### src/rtl/mp_add_pkg.sv
// Shared parameters and FSM state encoding for the sequential multi-precision adder.
package mp_add_pkg;

   localparam int unsigned WORD_W_DEF    = 16;
   localparam int unsigned NUM_WORDS_DEF = 4;

   typedef enum logic [1:0] {
      IDLE = 2'd0,
      RUN  = 2'd1,
      DONE = 2'd2
   } state_e;

endpackage

### src/rtl/cla16_slice.sv
// WORD_W-bit parallel-prefix carry-lookahead adder slice with carry-in and
// the MSB carry-in exposed for signed overflow detection.
module cla16_slice
   import mp_add_pkg::*;
#(
   parameter int unsigned WORD_W = WORD_W_DEF
) (
   input  logic [WORD_W-1:0] a_i,
   input  logic [WORD_W-1:0] b_i,
   input  logic              c_i,
   output logic [WORD_W-1:0] sum_o,
   output logic              c_o,
   output logic              c_msb_o
);

   localparam int unsigned LVLS = $clog2(WORD_W);

   logic [WORD_W-1:0] p0;
   logic [WORD_W:0]   c;

   // Kogge-Stone prefix: gg[i]/pp[i] become group generate/propagate over bits [i:0]
   always_comb begin : prefix
      logic [WORD_W-1:0] gg;
      logic [WORD_W-1:0] pp;
      logic [WORD_W-1:0] gn;
      logic [WORD_W-1:0] pn;
      gg = a_i & b_i;
      pp = a_i ^ b_i;
      gn = gg;
      pn = pp;
      for (int l = 0; l < int'(LVLS); l++) begin
         gn = gg;
         pn = pp;
         for (int i = 0; i < int'(WORD_W); i++) begin
            if (i >= (1 << l)) begin
               gn[i] = gg[i] | (pp[i] & gg[i - (1 << l)]);
               pn[i] = pp[i] & pp[i - (1 << l)];
            end
         end
         gg = gn;
         pp = pn;
      end
      c[0] = c_i;
      for (int i = 0; i < int'(WORD_W); i++) begin
         c[i+1] = gg[i] | (pp[i] & c_i);
      end
   end

   assign p0      = a_i ^ b_i;
   assign sum_o   = p0 ^ c[WORD_W-1:0];
   assign c_o     = c[WORD_W];
   assign c_msb_o = c[WORD_W-1];

endmodule

### src/rtl/mp_add_seq.sv
// Sequential multi-precision add/subtract: one WORD_W slice per cycle through a
// single shared lookahead slice, with valid/ready handshakes on both sides.
module mp_add_seq
   import mp_add_pkg::*;
#(
   parameter int unsigned WORD_W    = WORD_W_DEF,
   parameter int unsigned NUM_WORDS = NUM_WORDS_DEF
) (
   input  logic                          clk,
   input  logic                          rst,
   input  logic                          in_valid,
   output logic                          in_ready,
   input  logic [WORD_W*NUM_WORDS-1:0]   a_in,
   input  logic [WORD_W*NUM_WORDS-1:0]   b_in,
   input  logic                          sub,
   output logic                          out_valid,
   input  logic                          out_ready,
   output logic [WORD_W*NUM_WORDS-1:0]   sum_out,
   output logic                          carry_out,
   output logic                          ovf_out
);

   localparam int unsigned OP_W  = WORD_W * NUM_WORDS;
   localparam int unsigned IDX_W = $clog2(NUM_WORDS + 1);

   state_e            state_q, state_d;
   logic [OP_W-1:0]   a_q, a_d;
   logic [OP_W-1:0]   b_q, b_d;
   logic [OP_W-1:0]   sum_q, sum_d;
   logic [IDX_W-1:0]  idx_q, idx_d;
   logic              carry_q, carry_d;
   logic              cout_q, cout_d;
   logic              ovf_q, ovf_d;
   logic              in_ready_q, in_ready_d;
   logic              out_valid_q, out_valid_d;

   logic [WORD_W-1:0] a_sl;
   logic [WORD_W-1:0] b_sl;
   logic [WORD_W-1:0] sl_sum;
   logic              sl_cout;
   logic              sl_cmsb;

   // Operand slice select for the current index
   always_comb begin
      a_sl = '0;
      b_sl = '0;
      for (int i = 0; i < int'(NUM_WORDS); i++) begin
         if (idx_q == IDX_W'(i)) begin
            a_sl = a_q[i*WORD_W +: WORD_W];
            b_sl = b_q[i*WORD_W +: WORD_W];
         end
      end
   end

   cla16_slice #(
      .WORD_W (WORD_W)
   ) u_slice (
      .a_i     (a_sl),
      .b_i     (b_sl),
      .c_i     (carry_q),
      .sum_o   (sl_sum),
      .c_o     (sl_cout),
      .c_msb_o (sl_cmsb)
   );

   always_ff @(posedge clk or posedge rst) begin
      if (rst) begin
         state_q     <= IDLE;
         a_q         <= '0;
         b_q         <= '0;
         sum_q       <= '0;
         idx_q       <= '0;
         carry_q     <= 1'b0;
         cout_q      <= 1'b0;
         ovf_q       <= 1'b0;
         in_ready_q  <= 1'b1;
         out_valid_q <= 1'b0;
      end else begin
         state_q     <= state_d;
         a_q         <= a_d;
         b_q         <= b_d;
         sum_q       <= sum_d;
         idx_q       <= idx_d;
         carry_q     <= carry_d;
         cout_q      <= cout_d;
         ovf_q       <= ovf_d;
         in_ready_q  <= in_ready_d;
         out_valid_q <= out_valid_d;
      end
   end

   // RUN spends one extra cycle at idx == NUM_WORDS before DONE so the result
   // is flagged NUM_WORDS+1 edges after acceptance.
   always_comb begin
      state_d = state_q;
      a_d     = a_q;
      b_d     = b_q;
      sum_d   = sum_q;
      idx_d   = idx_q;
      carry_d = carry_q;
      cout_d  = cout_q;
      ovf_d   = ovf_q;
      unique case (state_q)
         IDLE: begin
            if (in_valid && in_ready_q) begin
               a_d     = a_in;
               b_d     = sub ? ~b_in : b_in;
               carry_d = sub;
               idx_d   = '0;
               sum_d   = '0;
               cout_d  = 1'b0;
               ovf_d   = 1'b0;
               state_d = RUN;
            end
         end
         RUN: begin
            if (idx_q == IDX_W'(NUM_WORDS)) begin
               state_d = DONE;
            end else begin
               for (int i = 0; i < int'(NUM_WORDS); i++) begin
                  if (idx_q == IDX_W'(i)) sum_d[i*WORD_W +: WORD_W] = sl_sum;
               end
               carry_d = sl_cout;
               idx_d   = idx_q + IDX_W'(1);
               if (idx_q == IDX_W'(NUM_WORDS - 1)) begin
                  cout_d = sl_cout;
                  ovf_d  = sl_cmsb ^ sl_cout;
               end
            end
         end
         DONE: begin
            if (out_ready) state_d = IDLE;
         end
         default: state_d = IDLE;
      endcase
      in_ready_d  = (state_d == IDLE);
      out_valid_d = (state_d == DONE);
   end

   assign in_ready  = in_ready_q;
   assign out_valid = out_valid_q;
   assign sum_out   = sum_q;
   assign carry_out = cout_q;
   assign ovf_out   = ovf_q;

endmodule

### config.mk
export PLATFORM = sky130hd
export DESIGN_NAME = mp_add_seq
export DESIGN_NICKNAME = d
export VERILOG_FILES = /design/src/rtl/mp_add_pkg.sv /design/src/rtl/cla16_slice.sv /design/src/rtl/mp_add_seq.sv
export SDC_FILE = /design/constraint.sdc
export NUM_CORES = 1
export LEC_CHECK = 0
export BUFFER_PORTS_ARGS = -buffer_cell sky130_fd_sc_hd__buf_2
export CAP_MARGIN = 40
export CORE_MARGIN = 5
export CORE_UTILIZATION = 50
export CTS_CLUSTER_DIAMETER = 100
export DETAILED_ROUTE_END_ITERATION = 12
export PLACE_DENSITY = 0.74
export SYNTH_ARGS = -nofsm -noshare
export SYNTH_HDL_FRONTEND = slang
export SYNTH_SLANG_ARGS = --single-unit
### constraint.sdc
create_clock -name clk -period 9.5 [get_ports clk]
set_input_delay 2.85 -clock clk [delete_from_list [all_inputs] [get_ports clk]]
set_output_delay 2.85 -clock clk [all_outputs]
set_load 0.02 [all_outputs]
==> results of run 1 <==
==> cells in the final DEF, fill, tap and decap left out, types with 4 or more instances in the layout <==
| master | n |
|---|---|
| buf_16 | 5 |
| a221o_1 | 34 |
| o21ai_0 | 104 |
| o31ai_1 | 5 |
| buf_2 | 199 |
| nor2_1 | 80 |
| nand3_1 | 11 |
| a21oi_1 | 74 |
| ha_1 | 20 |
| o21ai_1 | 7 |
| xnor2_1 | 68 |
| clkbuf_8 | 4 |
| a31oi_1 | 7 |
| nor2b_1 | 4 |
| or3_1 | 6 |
| and2_1 | 4 |
| a32o_1 | 9 |
| nor3_1 | 5 |
| dfrtp_1 | 201 |
| inv_1 | 9 |
| a22o_1 | 12 |
| clkbuf_16 | 23 |
| buf_4 | 11 |
| clkinv_2 | 4 |
| nand2_1 | 96 |
| a21o_1 | 6 |
| mux2_2 | 64 |
==> flip-flops by register name (all words and copies together), names as in the netlist <==
name	count
in_ready	1
out_valid	1
state_q	2
b_q	64
a_q	64
carry_out	1
carry_q	1
idx_q	3
sum_out	64
ovf_out	1
==> metal layers <==
layer,global-route usage [%],up-vias
met3,3.56,46
li1,-,3682
met1,33.1,3722
met4,6.64,0
met5,0,-
met2,34.1,259
==> power by group through the flow <==
stage          logic, W  clock network [W]  registers (W)
2_1_floorplan   0.00180                  0        0.00152
3_3_place_gp    0.00248                  0        0.00146
3_5_place_dp    0.00256                  0        0.00147
4_1_cts         0.00258           0.000911        0.00146
5_1_grt         0.00286           0.000947        0.00150
6_report        0.00258           0.000899        0.00146
==> worst max-delay path: cells and delay by family (launching register included) <==
family | cells | cell delay (ns)
compound gates | 9 | 2.31
fa+ha+maj | 2 | 0.61
buf+inv | 2 | 0.48
flops | 1 | 0.40
simple gates | 1 | 0.73
==> per-stage QoR <==
step | hold WS [ns] | instance area (µm²)
6_report | 0.476 | 11800
2_1_floorplan | 0.475 | 9700
5_1_grt | 0.500 | 11800
4_1_cts | 0.479 | 11800
3_5_place_dp | 0.466 | 11000
3_3_place_gp | 0.455 | 10900
==> cells in the mapped netlist (all sizes together) (4+ instances only) <==
cell and count:
nor2 82, dfrtp 201, a31oi 7, buf 21, nand3 11, and2 4, nor3 5, nor2b 6
a21boi 4, ha 21, a22o 12, xnor2 68, nand2 96, a221o 34, a21o 6, a32o 9
mux2 64, or3 6, inv 10, clkbuf 43, a21oi 74, o21ai 111, o31ai 5
==> layout make-up <==
type | count | area (µm²)
well taps | 265 | 332
repair buffers | 216 | 1230
fillers | 1695 | 7470
clock buffers | 29 | 638
inverters | 10 | 45.0
multi-input cells | 661 | 4360
flip-flops and latches | 202 | 5060
clock inverters | 11 | 141
==> worst paths after layout <==
check	startpoint	to	cells after the start	slack, ns
worst min register to register	sum_out[15]	sum_out[15]	2	0.48
min in group asynchronous	rst	b_q[63]	2	2.23
worst min-delay path	sum_out[15]	sum_out[15]	2	0.48
worst max register to register	idx_q[1]	sum_out[47]	14	4.82
worst max-delay path	idx_q[1]	sum_out[47]	14	4.82
max in group asynchronous	rst	b_q[3]	3	6.46
==> kinds of logic after synthesis <==
group	Yosys count
buffers and inverters	74
muxes	66
DFF	202
xor gates and xnor gates	70
and+or+nand+nor	222
AOI/OAI and AO/OA	281
adders and majority gates	22
==> flow_summary.toml, run 1 <==
[power]
vdd_ir_drop_max_uv = 207
p_sw_w = 0.00212
switching_share_pct = 42.8
power_density_nw_per_um2 = 419
power.internal_w = 0.00282
clock_power_share_pct = 18.2
leakage_nw = 5.35
pwr-share-seq_pct = 29.5
p_total_w = 0.00494
comb_power_share_pct = 52.3

[logic_synthesis]
synth_simple_gate_area_share_pct = 9.57
synth_top_cell_by_area = "dfrtp_1"
syn-num-nets = 1092
synthTopCellsByArea = "dfrtp_1 52%, mux2_2 7.4%, xnor2_1 6.1%, o21ai_0 5.4%, a21oi_1 3.8%"
async_flop_share_pct = 100
synthCells = 937
syn-cell-area_um2 = 9700
synth_top_family_by_area = "compound AO/OA/AOI/OAI gates"
ys_seq_area_share_pct = 52.1
synthAdderAreaFrac_pct = 2.92
synthXorXnorAreaFrac_pct = 6.32
ys_types = 51
muxShareOfSynthArea_pct = 7.64
syn_avg_cell_area_um2 = 10.4
synth_top_area_share_pct = 51.9
synth_edf_count = 0
ys_warn_count = 0
synth_compound_area_share_pct = 18.3
synthFlopType = "dfrtp_1"
synth-seq-cells = 202

[worst_setup_path]
end_kind = "flop"
cp_max_fo = 19
path_common_cell = "a21o_1"
critPathKind = "reg2reg"
cp.arrival_ns = 5.03
cp-start-kind = "flop"
path_cells = "inv_1 -> ha_1 -> nor2b_2 -> buf_4 -> a221o_1 -> o21ai_0 -> o21ai_0 -> ha_1 -> a21o_1 -> a21o_1 -> a221o_1 -> a21o_1 -> a311oi_2 -> o21ai_1"
slowest_delay_ns = 0.73
critical_path_required_ns = 9.85
critPathSlowestCell = "nor2b_2"

[clock_network]
htreeDepth = 1
cts_resized = 0
insertion_delay_ns = 0.50
root_buffer = "clkbuf_16"
cts-buffers-inserted = 22
hold_buffers = 0
post_cts_buffers = 0
tritoncts = "done"
clk_path_buf_depth = 3
clock-sinks = 202
path_clk_slew_ns = 0.06

[drt]
drc_errors = 0
ant_nets = 0
routed-wl-met3_um = 1670
top_layer = "met4"
routed_wl_um = 24800
wl_met2_um = 11100
drt-met1-wl_um = 11300
avgRoutedWirePerCell_um = 17.8
num_vias = 7709
via_per_inst = 5.53
dr.pass1.iters = 5
drtIter0Drc = 505

[timing]
fmaxAchievable_mhz = 214
worst_pin_slew_ns = 0.860
layout_worst_path_cycle_share_pct = 49.3
setup_ws_ns = 4.82
fin_setup_tns_ns = 0
setup_viol = 0
grt_setup_unrepaired = "no"
drv_slew = 0
finClkSkew_ns = 0.00944
period_minus_slack_ns = 4.68
relSlewSlack_pct = 42.4
final_hold_viol_count = 0

[final_layout]
antenna_cells = 0
syn_to_final_growth_pct = 21.6
final_net_count = 1268
utilization_pct = 61.2
drive_above_1_share_pct = 29.1
final_cells = 1394

[global_routing]
grt_pass1_wl_um = 39900
grt_overflow = 0
antenna_found_initial = 0
grt_pass1_vias = 7663
groute.usage.overall_pct = 22.3
grt_max_degree = 125

[floorplanning]
initial_core_util_pct = 50.3
row_count = 51
die-area_um2 = 22300
io_pins = 201
die_x_um = 149
coreArea_um2 = 19300
fp.dieH_um = 149

[placement]
place_hpwl_um = 17900
numPortBuffers = 200
dp.cells = 1354
place.gp.congestion = 0.857
dp_slack_ns = 4.53

[hold_path]
hp-class = "reg2reg"

[run_status]
status = "finished clean"

[run]
cap_violations = 0
(Power assumes the default switching activity.)
==> run 2, diff against run 1 <==
Settings changed: ABC_AREA set to 1, PLACE_DENSITY 0.74 to 0.76.
Clock period 9.5 ns to 3.9 ns, I/O delays scaled along.
==> flow_summary.toml, run 2 <==
[run_status]
status = "finished clean"

[timing]
finClkSkew_ns = 0.0128
fin_setup_tns_ns = 0
relSlewSlack_pct = 40.4
setup_ws_ns = 0.289
period_minus_slack_ns = 3.61
layout_worst_path_cycle_share_pct = 92.6
fmaxAchievable_mhz = 277
worst_pin_slew_ns = 0.893
grt_setup_unrepaired = "no"
setup_viol = 0
drv_slew = 0
final_hold_viol_count = 0

[logic_synthesis]
ys_warn_count = 0
yosysMostFrequentCell = "nand2_1"
syn-num-nets = 1410
synth_top_cell_by_area = "dfrtp_1"
syn_avg_cell_area_um2 = 8.09
synth-seq-cells = 202
synthFlopType = "dfrtp_1"
ys_types = 39
netlist_top_cells_count = "512 x nand2_1, 201 x dfrtp_1, 158 x o21ai_0"
async_flop_share_pct = 100
syn-cell-area_um2 = 10100
synthTopCellsByArea = "dfrtp_1 50%, nand2_1 19%, o21ai_0 7.8%, xnor2_1 5.6%, ha_1 2.6%"
synth_top_area_share_pct = 49.6
synth_edf_count = 0
ys_seq_area_share_pct = 49.8
synthCells = 1255

[floorplanning]
initial_core_util_pct = 50.5
row_count = 52
die_x_um = 152
die-area_um2 = 23200
fp.dieH_um = 152
io_pins = 201
coreArea_um2 = 20100

[power]
vdd_ir_drop_max_uv = 370
clock_power_share_pct = 18.3
pwr-share-seq_pct = 31.7
p_sw_w = 0.00514
leakage_nw = 6.34
switching_share_pct = 46.3
power_density_nw_per_um2 = 922
power.internal_w = 0.00597
comb_power_share_pct = 50.0

[clock_network]
post_cts_buffers = 0
hold_buffers = 0
insertion_delay_ns = 0.50
cts-buffers-inserted = 21
htreeDepth = 1
root_buffer = "clkbuf_16"
path_clk_slew_ns = 0.06
tritoncts = "done"
clk_path_buf_depth = 3
cts_resized = 0
clock-sinks = 202

[worst_setup_path]
end_kind = "flop"
crit_start = "idx_q[0]"
critical_path_required_ns = 4.30
critPathKind = "reg2reg"
cp_max_fo = 12
reg2reg_from = "idx_q[0]"
worstRegToRegCells = 16
rrSetupSlack_ns = 0.29
cp-start-kind = "flop"
cp.arrival_ns = 4.02

[global_routing]
grt_pass1_vias = 8527
grt_overflow = 0
antenna_found_initial = 0
grt_max_degree = 127
groute.usage.overall_pct = 23.0
grt_pass1_wl_um = 44500

[run]
cap_violations = 0

[hold_path]
hold_depth = 2
hp-class = "reg2reg"
worstHoldStart = "sum_out[50]"

[drt]
drtIter0Drc = 776
num_vias = 8922
avgRoutedWirePerCell_um = 15.8
routed_wl_um = 27100
drc_errors = 0
dr.pass1.iters = 5
via_per_inst = 5.20
ant_nets = 0

[final_layout]
mostFrequentLayoutCells = "511 x nand2_1, 201 x dfrtp_1, 199 x buf_2, 157 x o21ai_0, 65 x xnor2_1"
final_net_count = 1587
drive_above_1_share_pct = 19.2
syn_to_final_growth_pct = 18.8
layout_commonest_cell = "nand2_1"
antenna_cells = 0

[placement]
dp_slack_ns = 0.387
place_hpwl_um = 20200
place.gp.congestion = 0.926
numPortBuffers = 200
## run 2: cell types whose count changed in the layout (fill, tap and decap cells not counted), moves of 34 or more
cell and change:
a21oi_1 -58, a221o_1 -34, inv_1 +52, mux2_2 -64
nand2_1 +415, nand3_1 +35, nor2_1 -61, o21ai_0 +53
## run 2: layout make-up
class,count,area [µm²]
clock buffer,29,606
clock inverter,8,98.8
fill,1787,8050
inverter,71,270
multi-input combinational,917,4520
sequential,202,5060
tap,270,338
timing repair buffer,219,1170
## run 2: routing by layer
layer / routed length (µm) / up-vias / global-route usage (%) / share of wire (%)
met5: 0 / - / 0 / 0
met4: 722 / 0 / 6.36 / 2.7
met3: 1810 / 49 / 3.83 / 6.7
met2: 11900 / 345 / 34.5 / 44
met1: 12600 / 4126 / 34.8 / 47
li1: - / 4402 / - / -
## run 2: final timing paths
check	end
setup / recovery	sum_out[27]
hold / removal	sum_out[50]
setup reg to reg	sum_out[27]
hold reg to reg	sum_out[50]
max in group asynchronous	a_q[52]
min in group asynchronous	sum_out[11]
## run 2: power by group through the flow
stage / Clock [W] / Combinational [W] / Sequential, W
detailed placement: 0 / 0.00551 / 0.00354
global route: 0.00215 / 0.00629 / 0.00362
floorplan: 0 / 0.00379 / 0.00365
finish: 0.00203 / 0.00556 / 0.00353
global placement: 0 / 0.00539 / 0.00353
CTS: 0.00206 / 0.00556 / 0.00352
## run 2: cell families after synthesis
logic type,synth area share [%]
AOI/OAI and AO/OA,12.3
adders and majority gates,2.79
xor gates and xnor gates,5.61
DFF,49.8
and+or+nand+nor,23.7
buffers and inverters,5.77
## run 2: worst max-delay path, cell delays in order (launching register included)
cell,delay [ns]
dfrtp_1,0.43
ha_1,0.22
ha_1,0.22
inv_1,0.27
buf_4,0.25
o21ai_0,0.10
o21ai_0,0.51
ha_1,0.41
nand2_1,0.12
inv_1,0.06
a21oi_1,0.18
nand2_1,0.11
nand2_1,0.09
nand2_1,0.05
nand2_1,0.05
nand3_1,0.19
o21ai_1,0.25
## run 2: through the flow
step                utilization (%)  hold WS (ns)  instances  area [µm²]  power, W
global route                   60.0         0.496       1716       12100    0.0121
floorplan                         -         0.444       1255       10200   0.00743
CTS                            60.0         0.472       1716       12100    0.0111
global placement               56.4         0.451       1678       11300   0.00892
detailed placement             56.5         0.460       1679       11400   0.00904
finish                         60.0         0.467       1716       12100    0.0111
==> run 3, diff against run 2 <==
Settings changed: ABC_AREA 1 to unset, PLACE_DENSITY 0.76 to 0.77.
==> flow_summary.toml, run 3 (synthesis gave the netlist of run 1 again) <==
[clock_network]
root_buffer = "clkbuf_16"
clk_path_buf_depth = 3
insertion_delay_ns = 0.50
clock-sinks = 202
tritoncts = "done"
post_cts_buffers = 0
path_clk_slew_ns = 0.06
cts-buffers-inserted = 22
htreeDepth = 1

[timing]
finClkSkew_ns = 0.0157
grt_setup_unrepaired = "yes"
period_minus_slack_ns = 3.74
final_hold_viol_count = 0
timing.hold.ws_ns = 0.471
fin_setup_tns_ns = 0
drv_slew = 0
fmaxAchievable_mhz = 268
layout_worst_path_cycle_share_pct = 95.8
relSlewSlack_pct = 47.0
worst_pin_slew_ns = 0.794
setup_viol = 0

[drt]
avgRoutedWirePerCell_um = 18.5
ant_nets = 0
drtIter0Drc = 694
drc_errors = 0
via_per_inst = 5.60
dr.pass1.iters = 5
num_vias = 7812
routed_wl_um = 25900

[floorplanning]
die_x_um = 149
die-area_um2 = 22300
initial_core_util_pct = 50.3
row_count = 51
coreArea_um2 = 19300
fp.dieH_um = 149
io_pins = 201

[power]
leakage_nw = 5.35
comb_power_share_pct = 53.8
switching_share_pct = 43.3
pwr-share-seq_pct = 29.5
power.internal_w = 0.00693
clock_power_share_pct = 16.6
p_sw_w = 0.00529
vdd_ir_drop_max_uv = 612
power_density_nw_per_um2 = 1030

[run_status]
status = "finished clean"

[global_routing]
groute.usage.overall_pct = 22.8
grt_pass1_vias = 7484
antenna_found_initial = 0
grt_overflow = 0
grt_max_degree = 133
grt_pass1_wl_um = 40400

[final_layout]
final_cells = 1395
mostFrequentLayoutCells = "201 x dfrtp_1, 199 x buf_2, 97 x o21ai_0, 96 x nand2_1, 79 x nor2_1"
antenna_cells = 0
syn_to_final_growth_pct = 22.1
drive_above_1_share_pct = 29.6
layout_commonest_cell = "dfrtp_1"
final_net_count = 1274

[worst_setup_path]
critical_path_required_ns = 4.27
cp-start-kind = "flop"
cp.arrival_ns = 4.10
cp_max_fo = 28
critPathKind = "reg2reg"
end_kind = "flop"

[placement]
dp.cells = 1360
place_hpwl_um = 18800
place.gp.congestion = 0.913
numPortBuffers = 200

[run]
cap_violations = 0

[hold_path]
hp-class = "reg2reg"
-- run 3: metrics by stage --
step / utilization, % / instance area, µm² / total power (W) / setup WS, ns
floorplan: - / 9700 / 0.00808 / 0.115
global placement: 57.5 / 11100 / 0.00982 / 0.251
detailed placement: 57.6 / 11100 / 0.0100 / 0.141
CTS: 61.2 / 11800 / 0.0121 / 0.113
global route: 61.5 / 11800 / 0.0131 / 0.000135
finish: 61.5 / 11800 / 0.0122 / 0.164
-- run 3: area by class of cell --
type | instances | area, µm²
clock buffers | 30 | 642
clock inverters | 5 | 58.8
fillers | 1674 | 7420
inverters | 10 | 41.3
multi-input cells | 661 | 4410
flip-flops and latches | 202 | 5060
well taps | 265 | 332
repair buffers | 222 | 1310
-- run 3: repair_timing --
| item | in CTS | in global routing |
|---|---|---|
| hold buffers | 0 | 0 |
| gates resized for setup | 0 | 17 |
| setup endpoints to repair | 0 | 37 |
-- run 3: worst max-delay path: stages (launching register included) --
cell and delay, ns:
dfrtp_1 0.38, inv_1 0.08, ha_1 0.24, nor2b_4 0.17
buf_12 0.17, buf_4 0.16, a221o_1 0.34, o21ai_0 0.11
o21ai_0 0.19, ha_1 0.27, a21o_1 0.20, a21o_1 0.23
a221o_1 0.40, a21o_1 0.22, a311oi_4 0.32, o21ai_1 0.12
-- run 3: routing by layer --
layer	up-vias	part of all wire [%]	GRT usage [%]
met5	-	0	0
met4	0	2.2	5.49
met3	47	8.0	4.68
met2	325	46	35.4
met1	3743	44	33.2
li1	3697	-	-
-- run 3: power groups by stage --
stage / Sequential (W) / Clock [W] / Combinational, W
6_report: 0.00361 / 0.00203 / 0.00658
5_1_grt: 0.00371 / 0.00214 / 0.00723
4_1_cts: 0.00360 / 0.00206 / 0.00642
3_5_place_dp: 0.00363 / 0 / 0.00637
3_3_place_gp: 0.00360 / 0 / 0.00621
2_1_floorplan: 0.00369 / 0 / 0.00438
-- run 3: path summary, 6_finish.rpt --
check / startpoint / end / slack (ns) / cells past startpoint
max in group asynchronous: rst / a_q[48] / 2.41 / 3
min reg2reg: sum_out[34] / sum_out[34] / 0.47 / 2
max reg2reg: idx_q[1] / sum_out[31] / 0.16 / 15
min: sum_out[34] / sum_out[34] / 0.47 / 2
min in group asynchronous: rst / sum_out[18] / 0.56 / 2
max: idx_q[1] / sum_out[31] / 0.16 / 15
